## config.mk

```make
export PLATFORM = sky130hd
export DESIGN_NAME = uart_tx_arbiter
export DESIGN_NICKNAME = d
export VERILOG_FILES = /design/src/rtl/uart_tx_arbiter.sv
export SDC_FILE = /design/constraint.sdc
export NUM_CORES = 1
export LEC_CHECK = 0
export ABC_CLOCK_PERIOD_IN_PS = 6300
export CAP_MARGIN = 40
export CORE_MARGIN = 2
export CORE_UTILIZATION = 35
export CTS_BUF_LIST = sky130_fd_sc_hd__clkbuf_4 sky130_fd_sc_hd__clkbuf_8
export CTS_CLUSTER_SIZE = 12
export DETAILED_ROUTE_END_ITERATION = 16
export SLEW_MARGIN = 30
export SYNTH_ARGS = -nofsm -noshare
export SYNTH_HDL_FRONTEND = slang
export SYNTH_SLANG_ARGS = --single-unit
```

## constraint.sdc

```tcl
create_clock -name clk -period 6.3 [get_ports clk]
set_clock_uncertainty 0.2 [all_clocks]
set_input_delay 0.945 -clock clk [delete_from_list [all_inputs] [get_ports clk]]
set_output_delay 0.945 -clock clk [all_outputs]
set_load 0.01 [all_outputs]
```

## src/rtl/uart_tx_arbiter.sv

```systemverilog
// rtl/uart_tx_arbiter.sv - round-robin arbiter sharing one UART TX core between byte-stream requesters
module uart_tx_arbiter #(
    parameter int NUM_REQ      = 4,
    parameter int DATA_W       = 8,
    parameter int LOCK_EN      = 1,
    parameter int LOCK_TIMEOUT = 16,
    parameter int BUSY_TIMEOUT = 8,
    localparam int ID_W        = $clog2(NUM_REQ)
) (
    input  logic                      clk,
    input  logic                      rst,
    input  logic [NUM_REQ-1:0]        req_valid,
    input  logic [NUM_REQ*DATA_W-1:0] req_data,
    input  logic [NUM_REQ-1:0]        req_last,
    output logic [NUM_REQ-1:0]        req_ready,
    output logic [DATA_W-1:0]         tx_data,
    output logic                      tx_start,
    input  logic                      tx_busy,
    output logic [ID_W-1:0]           grant_id,
    output logic                      grant_active,
    output logic                      err_timeout
);

    localparam int BUSY_W = $clog2(BUSY_TIMEOUT + 1);
    localparam int LOCK_W = $clog2(LOCK_TIMEOUT + 1);
    localparam logic [NUM_REQ-1:0] ONE_HOT0 = NUM_REQ'(1);

    typedef enum logic [2:0] {
        S_IDLE,
        S_GRANT,
        S_START,
        S_WAIT_BUSY,
        S_WAIT_IDLE,
        S_LOCKED
    } state_t;

    state_t            state;
    logic [ID_W-1:0]   rr_ptr;
    logic              last_q;
    logic [BUSY_W-1:0] busy_cnt;
    logic [LOCK_W-1:0] lock_cnt;

    logic [DATA_W-1:0]  data_arr [NUM_REQ];
    logic               any_valid;
    logic [ID_W-1:0]    rr_winner;
    logic [NUM_REQ-1:0] win_onehot;
    logic [NUM_REQ-1:0] own_onehot;

    // First requester with valid set, searching upward from the slot after rr_ptr
    function automatic logic [ID_W-1:0] rr_pick(input logic [NUM_REQ-1:0] v,
                                                input logic [ID_W-1:0]    ptr);
        logic            found;
        logic [ID_W-1:0] sel;
        logic [ID_W-1:0] pick;
        int              idx;
        found = 1'b0;
        pick  = '0;
        for (int k = 1; k <= NUM_REQ; k++) begin
            idx = (int'(ptr) + k) % NUM_REQ;
            sel = ID_W'(idx);
            if (!found && v[sel]) begin
                found = 1'b1;
                pick  = sel;
            end
        end
        return pick;
    endfunction

    // Unpack the flat requester data bus into one byte per requester
    always_comb begin
        for (int i = 0; i < NUM_REQ; i++) begin
            data_arr[i] = req_data[i*DATA_W +: DATA_W];
        end
    end

    assign any_valid  = |req_valid;
    assign rr_winner  = rr_pick(req_valid, rr_ptr);
    assign win_onehot = ONE_HOT0 << rr_winner;
    assign own_onehot = ONE_HOT0 << grant_id;

    // Arbitration and TX handshake sequencer; every output is a register of this block
    always_ff @(posedge clk) begin
        if (!rst) begin
            state        <= S_IDLE;
            req_ready    <= '0;
            tx_start     <= 1'b0;
            tx_data      <= '0;
            grant_id     <= '0;
            grant_active <= 1'b0;
            err_timeout  <= 1'b0;
            rr_ptr       <= ID_W'(NUM_REQ - 1);
            last_q       <= 1'b0;
            busy_cnt     <= '0;
            lock_cnt     <= '0;
        end else begin
            tx_start    <= 1'b0;
            err_timeout <= 1'b0;
            case (state)
                S_IDLE: begin
                    // A frame still on the wire (ours or foreign) blocks new grants
                    if (any_valid && !tx_busy) begin
                        grant_id     <= rr_winner;
                        grant_active <= 1'b1;
                        req_ready    <= win_onehot;
                        state        <= S_GRANT;
                    end
                end
                S_GRANT: begin
                    req_ready <= '0;
                    if (req_valid[grant_id]) begin
                        tx_data  <= data_arr[grant_id];
                        last_q   <= req_last[grant_id];
                        tx_start <= 1'b1;
                        state    <= S_START;
                    end else begin
                        // Requester withdrew its byte: drop the grant without sending
                        rr_ptr       <= grant_id;
                        grant_active <= 1'b0;
                        state        <= S_IDLE;
                    end
                end
                S_START: begin
                    // The start-pulse cycle counts as the first cycle of the busy wait
                    busy_cnt <= BUSY_W'(1);
                    state    <= S_WAIT_BUSY;
                end
                S_WAIT_BUSY: begin
                    if (tx_busy) begin
                        state <= S_WAIT_IDLE;
                    end else if (busy_cnt >= BUSY_W'(BUSY_TIMEOUT - 1)) begin
                        err_timeout  <= 1'b1;
                        rr_ptr       <= grant_id;
                        grant_active <= 1'b0;
                        state        <= S_IDLE;
                    end else begin
                        busy_cnt <= busy_cnt + 1'b1;
                    end
                end
                S_WAIT_IDLE: begin
                    if (!tx_busy) begin
                        if ((LOCK_EN != 0) && !last_q) begin
                            // The cycle busy fell is the first cycle of the lock wait
                            lock_cnt <= LOCK_W'(1);
                            state    <= S_LOCKED;
                        end else begin
                            rr_ptr       <= grant_id;
                            grant_active <= 1'b0;
                            state        <= S_IDLE;
                        end
                    end
                end
                S_LOCKED: begin
                    if (req_valid[grant_id]) begin
                        req_ready <= own_onehot;
                        state     <= S_GRANT;
                    end else if (lock_cnt >= LOCK_W'(LOCK_TIMEOUT - 1)) begin
                        rr_ptr       <= grant_id;
                        grant_active <= 1'b0;
                        state        <= S_IDLE;
                    end else begin
                        lock_cnt <= lock_cnt + 1'b1;
                    end
                end
                default: begin
                    req_ready    <= '0;
                    grant_active <= 1'b0;
                    state        <= S_IDLE;
                end
            endcase
        end
    end

endmodule

```

## Yosys cells after proc, flatten, opt, wreduce, memory -nomap -nowiden

Cells that the tools add are included.
W data, S select, Z words.

| word-level totals | value |
|---|---|
| register bits after elaboration | 32 |
| input bits | 43 |
| output and inout bits | 17 |
| word-level logic and storage cells | 136 |

| operators by class | value |
|---|---|
| add/subtract/negate cells | 6 |
| magnitude comparators | 8 |
| equality and inequality tests | 19 |
| shift-type cells | 2 |
| multiplexer cells | 61 |
| bitwise logic cells | 5 |
| reduce and logical (&&, ||, !) cells | 24 |

Operator list:

| kind | count |
|---|---|
| $mux W2 | 12 |
| $ne A2 B2 Y1 const B | 12 |
| $mux W3 | 7 |
| $mux W5 | 4 |
| $mux W1 | 19 |
| $pmux W3 S6 | 1 |
| $bmux W8 S2 | 1 |
| $mux W4 | 4 |
| $mux W8 | 2 |
| $lt A2 B3 Y1 const B | 5 |
| $bmux W1 S2 | 6 |
| $pmux W4 S3 | 1 |
| $pmux W5 S2 | 1 |
| $reduce_and A9 Y1 | 1 |
| $pmux W2 S4 | 1 |
| $pmux W4 S2 | 1 |
| $reduce_and A8 Y1 | 1 |
| $shl A1 B2 Y4 const A | 2 |
| $eq A3 B2 Y1 const B | 2 |
| $eq A3 B3 Y1 const B | 2 |
| $ne A3 B3 Y1 const B | 2 |
| $pmux W1 S6 | 1 |
| $reduce_and A2 Y1 | 3 |
| $reduce_and A3 Y1 | 2 |
| other kinds (19) | 32 |

## Depth between registers and ports, before layout

Gate-level depths: netlist of run 1.

| logic depth | value |
|---|---|
| word-level depth | 16 |
| depth in mapped cells | 9 |

## Worst setup path after synthesis of run 1

Ideal clock, no wire load.

| timing | value |
|---|---|
| kind | in2reg |
| from | input port req_valid[3] |
| to | register lock_cnt[2] |
| library setup time | 0.071 ns |
| data arrival time | 2.534 ns |
| data required time | 6.029 ns |
| path slack | 3.496 ns |
| stages on the path | 6 |
| cells stage by stage | mux4_2 -> and4bb_2 -> buf_2 -> a21oi_1 -> or4b_1 -> a21oi_1 |

| between the ends | value |
|---|---|
| cells in the longest elaborated chain, start to end | 4 |

Ends and longest elaborated chain:

| what | RTL line | RTL |
|---|---|---|
| from (decl) | 12 | `input logic [NUM_REQ-1:0] req_valid,` |
| $bmux W1 S2 | 153 | `if (req_valid[grant_id]) begin` |
| $mux W1 (implied by the code) | 153 |  |
| $ne A2 B2 Y1 (no source line) | -- |  |
| $reduce_and A5 Y1 (no source line) | -- |  |
| to (signal assigned) | 161 | `lock_cnt <= lock_cnt + 1'b1;` |
| to (decl) | 41 | `logic [LOCK_W-1:0] lock_cnt;` |

Every way passes these cells. The select of a mux whose other input is x is not followed.
A chain may end at the register's enable or synchronous reset.

## Worst setup path after layout of run 1

Same ends and word-level chain as after synthesis.

==> results of run 1 <==
==> final cells by class <==
class | instances | area, µm² | area share (%)
Inverter | 5 | 18.77 | 0.7568
Timing Repair Buffer | 60 | 605.6 | 24.42
Clock buffer | 8 | 97.59 | 3.935
Multi-Input combinational cell | 132 | 1033 | 41.68
Sequential cell | 32 | 640.6 | 25.83
Tap cell | 67 | 83.83 | 3.380
==> sequential cells by signal, summed over array words and instances (netlist names) <==
name	count
busy_cnt	4
lock_cnt	5
grant_id	2
req_ready	4
state	3
grant_active	1
tx_start	1
tx_data	8
last_q	1
err_timeout	1
rr_ptr	2
==> how the worst max path moves through the flow <==
stage | from | end | slack (ns) | cells after the start
floorplan | req_valid[3] | lock_cnt[2]$_SDFFE_PN0P_ | 3.50 | 6
global placement | req_valid[3] | lock_cnt[2]$_SDFFE_PN0P_ | 2.95 | 6
detailed placement | req_valid[3] | lock_cnt[2]$_SDFFE_PN0P_ | 2.92 | 6
CTS | req_valid[3] | lock_cnt[2]$_SDFFE_PN0P_ | 3.21 | 6
global route | req_valid[3] | lock_cnt[2]$_SDFFE_PN0P_ | 3.11 | 6
finish | req_valid[3] | lock_cnt[2]$_SDFFE_PN0P_ | 3.21 | 6
==> critical path: stages <==
cell and delay, ns:
clkdlybuf4s50_1 0.47, mux4_2 0.56, and4bb_2 0.42, a21oi_1 0.08, or4b_1 0.51, a21oi_1 0.12
==> placed cells by master (no fill, tap or decap), types with 4 or more instances in the layout <==
master and n:
clkbuf_8 6, dfxtp_1 32, o21ai_0 4, a21oi_1 9
inv_1 5, nand2_1 11, nand3b_1 4, mux4_2 9
mux2i_1 17, clkdlybuf4s50_1 59, nand2b_1 7, nor3_1 5
nor2b_1 6, nor2_1 23
==> through the flow <==
step | instances | power (mW) | util (%)
CTS | 303 | 0.5334 | 51.84
finish | 304 | 0.5283 | 52.16
detailed placement | 295 | 0.3615 | 49.79
global route | 304 | 0.5570 | 52.16
global placement | 295 | 0.3620 | 49.79
floorplan | 179 | 0.3045 | -
==> kinds of logic after synthesis <==
logic type	share of synthesized area [%]
AOI/OAI and AO/OA	15.09
muxes	23.03
adders and majority gates	2.166
and+or+nand+nor	19.35
DFF	36.97
buffers and inverters	3.394
==> power groups by stage <==
stage          clock network, mW  logic (mW)  registers, mW
2_1_floorplan                  0      0.0732          0.231
3_3_place_gp                   0       0.123          0.239
3_5_place_dp                   0       0.123          0.238
4_1_cts                    0.176       0.123          0.234
5_1_grt                    0.185       0.138          0.234
6_report                   0.171       0.127          0.231
==> per-layer routing <==
metal | global-route usage, % | vias to the layer above | share of wire, % | wire length, µm
met1 | 22.93 | 713 | 49 | 2009
li1 | - | 784 | - | -
met2 | 24.58 | 39 | 45 | 1828
met5 | 0 | - | 0 | 0
met4 | 5.357 | 0 | 1.4 | 55
met3 | 3.930 | 4 | 4.2 | 169
==> key figures, run 1 <==
CTS
  • CTS tree: yes
  • Post CTS Setup Buffer Count: 0
  • CTS Buf Count: 5
  • Sink Count: 32
  • H-tree lvl count: 2
  • CTS root buf: clkbuf_8
  • Worst-path clk slew: approximately 0.070 ns
  • Deepest clock path buffer count: 2
  • Clock Latency Late Sink: roughly 0.28 ns
  • PostCTS Resize Cnt: 0
  • Hold-fix buffers at CTS: 0

Placed design
  • Routability cong.: 0.9054
  • Pre-CTS worst setup slack: between 2 and 3 ns
  • Post-DP HPWL: 3210 µm
  • I/O Buffers: 59
  • Dpl cell area: around 2400 µm²

Pwr
  • Pleak: 0.9810 nW
  • Sequential share of power: about 44%
  • Power Density: ~210 nW/µm²
  • Worst vdd ir: roughly 100 µV
  • Sw Pwr: ~0.14 mW
  • Int Pwr: ~0.39 mW
  • Logic pwr share: roughly a quarter
  • Sw Share: approximately a quarter
  • Clk pwr share: around a third

Synth
  • Most frequent cell after synthesis: dfxtp_1
  • Syn nets: 225
  • Ys async rst share: 0%
  • Cell taking the most area after synthesis: dfxtp_1
  • Sequential fraction of the synthesis area: between 30% and 40%
  • Main synth FF type: dfxtp_1
  • Synthesized area per cell: roughly 9.7 µm²
  • Synth top area cells: dfxtp_1 (37%), mux4_2 (12%), mux2i_1 (9.8%)
  • Yosys top cell area share: 36.97%
  • Syn. warnings: 0
  • Top post-synthesis cells by count: dfxtp_1 (32), nor2_1 (23), mux2i_1 (17), nand2_1 (11)
  • EDFF count, synth: 0
  • Synth Cell Area: 1733 µm²
  • Cells after Synth: about 180
  • Yosys reg bits: 32
  • Post-synth cell types: 39

GRT
  • Antenna violations before repair: 0
  • GRT overflow: 0
  • GRT Util Overall: between 15 and 20%
  • Vias in the first global route: between 1,500 and 2,000
  • Largest net degree at the start of global routing: 22
  • First-pass GRT wire length: approximately 7000 µm

Cells and area
  • Area Overhead vs Synth: 43.10%
  • Layout Nets: between 200 and 300
  • Fin area: ~2500 µm²
  • Fraction of layout cells with a size suffix above 1: approximately 8.9%
  • Fillers: about 470
  • N_diodes: 0

Hold path
  • Worst Min Path Start: req_ready[1]$_SDFFE_PN0P_
  • Worst hold path class: reg2reg
  • Hold EP: req_ready[1]$_SDFFE_PN0P_
  • Hold Path Stages: 1

Critical path
  • CP startpoint kind: primary input
  • R2r endpoint: lock_cnt[2]$_SDFFE_PN0P_
  • Crit Path Class: in2reg
  • Crit path DAT: approximately 3.1 ns
  • CP required: approximately 6.3 ns
  • Slack of the worst reg-to-reg path: roughly 3.8 ns
  • R2R depth: 5
  • Max Fanout on Critical Path: 7
  • Critical Path Sink Type: register
  • Reg-to-reg startpoint: grant_id[1]$_SDFFE_PN0P_

Timing
  • RSZ-0062 raised after global routing: no
  • Worst-Margin Slew: between 0.7 and 0.8 ns
  • Period utilization: between 40% and 50%
  • Slew headroom: between 40% and 50%
  • Setup_tns: 0 ns
  • Final min period: around 3.1 ns
  • Fmax: 323.4 MHz
  • Final setup margin: 3.208 ns
  • Slew Viols, Final: 0
  • Finish-stage setup viols: 0
  • Final hold violation count: 0
  • Hold WS: ~0.27 ns

Detailed routing
  • Final ANT Viol Nets: 0
  • Total routed wirelength: ~4000 µm
  • DR vias/cell: 5.066
  • Detailed-route DRC error count: 0
  • Initial DRC count: approximately 120
  • Vias: around 1,500
  • WL/cell: 13.36 µm
  • Pre-Repair DR Iteration Count: 4

Floorplanning
  • Die width: ~74 µm
  • Core area: between 4000 and 5000 µm²
  • Rows: 25
  • Area of the die: 5530 µm²
  • I/O pin cnt: 60
  • Die H: about 74 µm
  • Initial Util: 36.45%

Run
  • Max-capacitance violation count: 0

Run status
  • Status: completed
Power figures use the tool's default switching activity.
==> inputs of run 2 (changes only) <==
Settings changed: ABC_CLOCK_PERIOD_IN_PS 6300 to 2900.
Clock period 6.3 ns to 2.9 ns, I/O delays scaled along.
==> run 2 against run 1 <==
Register-to-register slack got worse by 3.1 ns. Final cell count rose by 2.0%. Setup slack got worse by 2.8 ns. Largest cell class unchanged. Die area did not move. Largest power group unchanged. Combinational power rose by 130%. Sequential share of layout area fell by 0.52 points. Non-clock buffer count rose by 6. Worst hold slack improved by 0.00083 ns. Critical endpoint unchanged. Flip-flop and latch count did not move.
==> key figures, run 2 (same netlist as run 1, synthesis figures left out) <==
Floorplanning
  • Die H: approximately 74 µm
  • Die width: between 70 and 80 µm
  • Core area: about 4800 µm²
  • Rows: 25
  • I/O pin cnt: 60
  • Initial Util: a little over a third
  • Area of the die: around 5500 µm²

Pwr
  • Logic pwr share: about a quarter
  • Int Pwr: 0.8920 mW
  • Sequential share of power: about two fifths
  • Clk pwr share: ~36%
  • Pleak: 1.011 nW
  • Sw Share: around a quarter
  • Power Density: 478.6 nW/µm²
  • Worst vdd ir: 278.4 µV
  • Sw Pwr: around 0.32 mW

Detailed routing
  • WL/cell: between 10 and 15 µm
  • Pre-Repair DR Iteration Count: 4
  • Final ANT Viol Nets: 0
  • Initial DRC count: about 100
  • Detailed-route DRC error count: 0
  • Vias: 1,573
  • Total routed wirelength: 4234 µm
  • DR vias/cell: between 5 and 6

Critical path
  • Most common cell on crit path: a21oi_1
  • CP required: 2.92 ns
  • Critical Path Sink Type: register
  • CP startpoint kind: primary input
  • Ordered cell list for the critical path: clkdlybuf4s50_1, mux4_2, and4bb_2, a21oi_1, or4b_1, a21oi_1
  • Max Fanout on Critical Path: 5
  • Reg-to-reg startpoint: lock_cnt[0]$_SDFFE_PN0P_
  • Crit Path Class: in2reg
  • CP peak stage delay: between 0.5 and 0.6 ns
  • Critical Path Start: req_valid[3]
  • Slowest cell on the critical path: mux4_2
  • Crit path DAT: about 2.5 ns

Timing
  • Worst-Margin Slew: 0.6073 ns
  • RSZ-0062 raised after global routing: no
  • Slew Viols, Final: 0
  • Setup_tns: 0 ns
  • Fmax: roughly 410 MHz
  • Slew headroom: 58.98%
  • Final hold violation count: 0
  • Finish-stage setup viols: 0
  • Period utilization: a little over four fifths
  • Hold WS: between 0.2 and 0.3 ns
  • Final min period: roughly 2.5 ns

GRT
  • Vias in the first global route: roughly 1,600
  • Routing usage on met2: between 20% and 30%
  • GRT overflow: 0
  • Met3 usage: 3.523%
  • Global route hottest layer: met2
  • Antenna violations before repair: 0
  • Met1 Use GR: about a quarter
  • GRT Util Overall: ~17%
  • First-pass GRT wire length: roughly 7300 µm
  • Largest net degree at the start of global routing: 21

CTS
  • Sink Count: 32
  • Worst-path clk slew: 0.07 ns
  • CTS Buf Count: 5
  • Hold-fix buffers at CTS: 0
  • H-tree lvl count: 2
  • Deepest clock path buffer count: 2
  • Post CTS Setup Buffer Count: 0
  • Clock Latency Late Sink: about 0.28 ns
  • CTS root buf: clkbuf_8
  • CTS tree: yes
  • PostCTS Resize Cnt: 0

Placed design
  • Dpl cell area: between 2000 and 2500 µm²
  • Post-DP HPWL: 3277 µm
  • I/O Buffers: a little under 60
  • Routability cong.: 0.8414
  • Placed insts: just over 300

Run
  • Max-capacitance violation count: 0

Cells and area
  • Layout Nets: around 290
  • Top Registers: tx_data x8, lock_cnt x5
  • Final non-filler cell total: 310
  • N_diodes: 0
  • Fin area: 2531 µm²
  • Commonest non-fill, non-tap cell in the layout: clkdlybuf4s50_1
  • Area Overhead vs Synth: 46.07%
  • Fraction of layout cells with a size suffix above 1: ~11%
  • Largest Register: tx_data
  • Max FFs per register: 8
  • Fillers: about 460
  • Commonest non-fill, non-tap cells in the layout: clkdlybuf4s50_1 (59), dfxtp_1 (32), nor2_1 (23)

Run status
  • Status: completed

Hold path
  • Worst hold path class: reg2reg
  • Worst Min Path Start: req_ready[0]$_SDFFE_PN0P_
run 2: final timing paths:
path / endpoint / slack (ns) / depth (start not counted)
max reg2reg: lock_cnt[2]$_SDFFE_PN0P_ / 0.63 / 8
min: req_ready[0]$_SDFFE_PN0P_ / 0.27 / 1
max: lock_cnt[2]$_SDFFE_PN0P_ / 0.44 / 6
min reg2reg: req_ready[0]$_SDFFE_PN0P_ / 0.27 / 1
run 2: power groups by stage:
stage	clock network, mW	registers (mW)	logic [mW]
2_1_floorplan	0	0.502	0.159
3_3_place_gp	0	0.504	0.289
3_5_place_dp	0	0.504	0.289
4_1_cts	0.440	0.494	0.290
5_1_grt	0.465	0.498	0.314
6_report	0.431	0.494	0.287
run 2: area by class of cell:
class                      instances  area [µm²]  share of cell area, %
timing repair buffer              66       643.1                  25.41
clock inverter                     3       42.54                  1.681
tap                               67       83.83                  3.312
sequential                        32       640.6                  25.31
clock buffer                       5       68.82                  2.719
multi-input combinational        132        1033                  40.83
inverter                           5       18.77                 0.7415
run 2: metrics by stage:
stage	setup WS, ns	utilization (%)	total power, mW
final	0.4444	53.24	1.212
after global placement	0.1784	50.89	0.7923
after floorplan	0.5026	-	0.6616
after CTS	0.4612	53.24	1.224
after global routing	0.3167	53.24	1.277
after detailed placement	0.1625	50.89	0.7927
run 2: layer usage:
metal  up-vias  share of wire, %
met5         -                 0
li1        796                 -
met4         0               1.4
met3         5               3.8
met2        38                46
met1       734                49
run 2: critical path, delay by kind of cell:
kind                   cells  cell delay, ns
AND/OR/NAND/NOR            2            0.83
multiplexers               1            0.56
buffers and inverters      1            0.47
AO/OA/AOI/OAI              2            0.17
==> inputs of run 3 (changes only) <==
Settings changed: ABC_CLOCK_PERIOD_IN_PS 2900 to 2500.
Clock period 2.9 ns to 2.5 ns, I/O delays scaled along.
==> run 3 against run 2 <==
Core utilization is 1.2 points higher. Count of clock-buffer cells in the layout is 3 higher. Flip-flop and latch count stayed put. Die area stayed put. Combinational power is 21% higher. Via count is 0.89% higher. Setup slack worse by 0.30 ns. Total power is 12% higher. Sequential power is 17% higher. Critical path type is now reg2reg.
==> key figures, run 3 (same netlist as run 1, synthesis figures left out) <==
Detailed routing
  • Final ANT Viol Nets: 0
  • WL/cell: ~13 µm
  • Initial DRC count: 97
  • Vias: roughly 1,600
  • DR vias/cell: 4.991
  • Pre-Repair DR Iteration Count: 4
  • Total routed wirelength: approximately 4300 µm
  • Detailed-route DRC error count: 0

Pwr
  • Sw Share: between 20% and 30%
  • Worst vdd ir: between 200 and 250 µV
  • Sw Pwr: about 0.35 mW
  • Power Density: ~520 nW/µm²
  • Int Pwr: between 1 and 1.5 mW
  • Sequential share of power: 42.6%
  • Logic pwr share: roughly a quarter
  • Total power draw: 1.352 mW
  • Clk pwr share: a little under a third
  • Pleak: roughly 1.1 nW

Critical path
  • R2R depth: 8
  • CP required: 2.52 ns
  • Crit Path Class: reg2reg
  • Crit path DAT: 2.38 ns
  • CP startpoint kind: register
  • Max Fanout on Critical Path: 5
  • Critical Path Sink Type: register

Cells and area
  • Layout Nets: just under 300
  • Fillers: about 450
  • Top Registers: tx_data x8, lock_cnt x5
  • Final Util: around 54%
  • Fin area: roughly 2600 µm²
  • N_diodes: 0
  • Commonest non-fill, non-tap cell in the layout: clkdlybuf4s50_1
  • Max FFs per register: 8
  • Largest Register: tx_data
  • Register area: about 640 µm²
  • Fraction of layout cells with a size suffix above 1: 13.94%
  • Area of the multi-input gates: approximately 1000 µm²
  • Area Overhead vs Synth: 49.46%
  • Commonest non-fill, non-tap cells in the layout: clkdlybuf4s50_1 (59), dfxtp_1 (32), nor2_1 (23)
  • Final non-filler cell total: 318

GRT
  • Largest net degree at the start of global routing: 21
  • Antenna violations before repair: 0
  • GRT Util Overall: around 18%
  • First-pass GRT wire length: between 7000 and 8000 µm
  • GRT overflow: 0
  • Vias in the first global route: ~1,600

Placed design
  • Dpl cell area: about 2500 µm²
  • Placed insts: between 300 and 400
  • I/O Buffers: 59
  • Routability cong.: around 0.85
  • Post-DP HPWL: 3382 µm

Timing
  • Fmax: between 400 and 500 MHz
  • Final hold violation count: 0
  • Period utilization: 94.38%
  • Hold WS: between 0.2 and 0.3 ns
  • Finish-stage setup viols: 0
  • Final min period: between 2 and 2.5 ns
  • Slew headroom: 70.14%
  • Slew Viols, Final: 0
  • Worst-Margin Slew: approximately 0.45 ns
  • RSZ-0062 raised after global routing: no

Floorplanning
  • Die H: approximately 74 µm
  • Core area: 4755 µm²
  • Area of the die: 5530 µm²
  • Die width: about 74 µm
  • Rows: 25
  • I/O pin cnt: 60
  • Initial Util: 36.45%

Hold path
  • Hold Path Stages: 1
  • Worst hold path class: reg2reg

Run
  • Max-capacitance violation count: 0

CTS
  • Worst-path clk slew: approximately 0.060 ns
  • CTS tree: yes
  • CTS root buf: clkbuf_8
  • CTS Buf Count: 5
  • Post CTS Setup Buffer Count: 0
  • PostCTS Resize Cnt: 0
  • Deepest clock path buffer count: 2
  • Sink Count: 32
  • Hold-fix buffers at CTS: 0
  • H-tree lvl count: 2
  • Clock Latency Late Sink: approximately 0.28 ns

Run status
  • Status: completed
-- run 3: critical path, cell delays in order, from the launching register on --
cell      delay [ns]
dfxtp_1         0.35
ha_1            0.24
and3_1          0.19
ha_1            0.17
nor2_1          0.16
and4bb_2        0.27
a21oi_1         0.05
or4b_1          0.52
a21oi_1         0.13
-- run 3: final timing paths --
check | endpoint | slack, ns | startpoint
setup / recovery | lock_cnt[2]$_SDFFE_PN0P_ | 0.14 | lock_cnt[0]$_SDFFE_PN0P_
hold / removal | req_ready[1]$_SDFFE_PN0P_ | 0.27 | req_ready[1]$_SDFFE_PN0P_
setup reg to reg | lock_cnt[2]$_SDFFE_PN0P_ | 0.14 | lock_cnt[0]$_SDFFE_PN0P_
hold reg to reg | req_ready[1]$_SDFFE_PN0P_ | 0.27 | req_ready[1]$_SDFFE_PN0P_
-- run 3: final cells by class --
type                            instances  share of cell area, %
Inverter                                5                 0.7246
Multi-Input combinational cell        132                  39.90
Tap cell                               67                  3.237
Timing Repair Buffer                   74                  27.63
Clock buffer                            8                  3.768
Sequential cell                        32                  24.73
-- run 3: metrics by stage --
| step | setup TNS [ns] | setup slack [ns] |
|---|---|---|
| floorplan | 0 | 0.1026 |
| global placement | -0.1521 | -0.05193 |
| detailed placement | -0.2873 | -0.08775 |
| CTS | 0 | 0.1694 |
| global route | 0 | 0.01831 |
| finish | 0 | 0.1406 |
-- run 3: layer usage --
| metal | vias to the layer above | track usage [%] | part of all wire (%) |
|---|---|---|---|
| met5 | - | 0 | 0 |
| met4 | 0 | 6.548 | 1.1 |
| met3 | 5 | 5.149 | 4.9 |
| met2 | 40 | 27.73 | 47 |
| met1 | 732 | 24.08 | 47 |
| li1 | 810 | - | - |
-- run 3: power groups by stage --
stage          sequential, mW  combinational, mW  clock (mW)
3_3_place_gp            0.586              0.350           0
6_report                0.576              0.348       0.429
5_1_grt                 0.581              0.383       0.476
2_1_floorplan           0.583              0.185           0
4_1_cts                 0.576              0.352       0.445
3_5_place_dp            0.586              0.351           0
==> patch (config.mk and constraints of run 3) <==
Put one more register stage on the output `err_timeout`, with the module's reset. The value now appears one clock later. The other outputs are not delayed to match.
--- a/src/rtl/uart_tx_arbiter.sv
+++ b/src/rtl/uart_tx_arbiter.sv
@@ -33,6 +33,8 @@
         S_WAIT_IDLE,
         S_LOCKED
     } state_t;
+
+    logic err_timeout_s0;
 
     state_t            state;
     logic [ID_W-1:0]   rr_ptr;
@@ -87,14 +89,14 @@
             tx_data      <= '0;
             grant_id     <= '0;
             grant_active <= 1'b0;
-            err_timeout  <= 1'b0;
+            err_timeout_s0 <= 1'b0;
             rr_ptr       <= ID_W'(NUM_REQ - 1);
             last_q       <= 1'b0;
             busy_cnt     <= '0;
             lock_cnt     <= '0;
         end else begin
             tx_start    <= 1'b0;
-            err_timeout <= 1'b0;
+            err_timeout_s0 <= 1'b0;
             case (state)
                 S_IDLE: begin
                     // A frame still on the wire (ours or foreign) blocks new grants
@@ -128,7 +130,7 @@
                     if (tx_busy) begin
                         state <= S_WAIT_IDLE;
                     end else if (busy_cnt >= BUSY_W'(BUSY_TIMEOUT - 1)) begin
-                        err_timeout  <= 1'b1;
+                        err_timeout_s0 <= 1'b1;
                         rr_ptr       <= grant_id;
                         grant_active <= 1'b0;
                         state        <= S_IDLE;
@@ -170,5 +172,13 @@
         end
     end
 
+    always_ff @(posedge clk) begin
+        if (!rst) begin
+            err_timeout <= '0;
+        end else begin
+            err_timeout <= err_timeout_s0;
+        end
+    end
+
 endmodule
 
Formal check against the unedited RTL: no difference found for any inputs over 4 cycles, from zero or initial values and one cycle with rst low; that may be too few to reach the edited logic, so the function may still have changed.
==> patch against run 3 <==
Cell count grew 10%; synthesized cell count is 15% higher; cell area is 4.4% higher; highest routed layer unchanged; routed wire length increased by 10%; area after synthesis rose by 4.8%; hold slack worse by 0.032 ns; setup slack better by 0.023 ns; sequential cell count grew 1.
Power is not compared: it rests on default switching activity, and its combinational part moved more than twofold at a synthesized area within 25%.
==> patch: results (changes against run 3) <==
post-synthesis xor/xnor area fraction=0% (unchanged); CTS max path bufs=2 (unchanged); hold crit path type=register to register; Post-CTS Setup Bufs=0 (unchanged); Port-buffer cells=59 (unchanged); Yosys warning total=0 (unchanged); WL/cell=13.51 um (+0.23%); Max FO, Critical Path=5 (unchanged); Leak=0.9965 nW; status=finished, final reports clean; DR pass1 iterations=4 (unchanged); commonest cells in the synthesized netlist=dfxtp_1 (33), nand2_1 (30), a21oi_1 (20), nor2_1 (18), mux4_2 (10); initial antenna violation count=0 (unchanged); maximum VDD drop=339.5 uV; GRT Overall Usage=17.36% (-0.63 points); Placement Cell Area=2608 um2 (+4.6%); Max-slew headroom=57.36% (-13 points); layout cells sized above 1=15.00% (+1.1 points); number of global-route vias before repair=1781 (+8.5%); initial DRC count=85 (-12%); Max Cap Viol=0 (unchanged); Non-Filler Instances=350 (+10%); DP Cell Count=343 (+11%); top flop regs=tx_data: 8 flops, lock_cnt: 5 flops; adder-cell share of the synthesized area=2.066% (-0.10 points); Mapped Cells=206 (+15%); clock latency on the worst-skew pair=0.28 ns (about the same); ANT cells=0 (unchanged); Place WS=-0.09676 ns (-0.009008 ns); CTS Root Cell=clkbuf_8; vias per inst=5.194 (+4.1%); register area share after synthesis=36.36% (-0.60 points); slowest stage cell, crit path=or4b_1; largest net degree at the start of global routing=24 (+14%); Hold Crit Start=err_timeout_s0$_SDFF_PP0_; mux contribution to synthesized area=14.67% (-8.4 points); Crit path max-delay family=simple AND/OR/NAND/NOR gates; Worst Path Arrival=2.35 ns (-0.03 ns); top achievable clock speed=427.9 MHz (+0.97%); Hold EP=err_timeout$_SDFF_PN0_; slowest stage delay, CP=0.51 ns; net count after synthesis=252 (+12%); synth unique cells=45 (+15%); Area contributors post-synth=dfxtp_1 (36%), mux4_2 (12%), nand2_1 (6.2%); global-route wire length before repair=8204 um (+8.1%); GPL Wtd Cong=0.7603 (-10%); nets@finish=326 (+10%); DRC viols=0 (unchanged); setup TNS=0 ns (unchanged); cts repair resizes=0 (unchanged); hold depth=1 (unchanged); compound-cell area share of the yosys netlist=20.18% (+5.1 points); Final Hold Slack=0.2369 ns (-0.03202 ns); Async S/R FF share, synth=0% (unchanged); Final HPWL DP=3641 um (+7.6%); crit path from=lock_cnt[0]$_SDFFE_PN0P_; H-tree levels=2 (unchanged)
## patch: cell count changes after synthesis, moves of 3 or more
cell,delta
mux2i_1,-14
a21oi_1,+11
a311oi_1,+3
nor2_1,-5
nand2_1,+19
nor2b_1,-3
o21ai_0,+4
## patch: metal layers
metal	share of wire (%)	wire length, um	GRT usage, %	up-vias
met5	0	0	0	-
met4	1.7	79	6.545	0
met3	3.1	147	3.436	11
met2	47	2218	27.77	34
met1	48	2282	23.30	857
li1	-	-	-	916
## patch: area by class of cell
class | instances | area (um2)
clock buffer | 7 | 90.09
fill | 489 | 2337
timing repair buffer | 78 | 745.7
sequential | 33 | 660.6
tap | 70 | 87.58
inverter | 5 | 18.77
multi-input combinational | 157 | 1102
## patch: report_power, final
group | leakage (nW) | internal (W) | switching, W
combinational | 0.681 | 0.000497 | 0.000467
clock | 0.0477 | 0.000229 | 0.000180
sequential | 0.268 | 0.000621 | 0.0000812
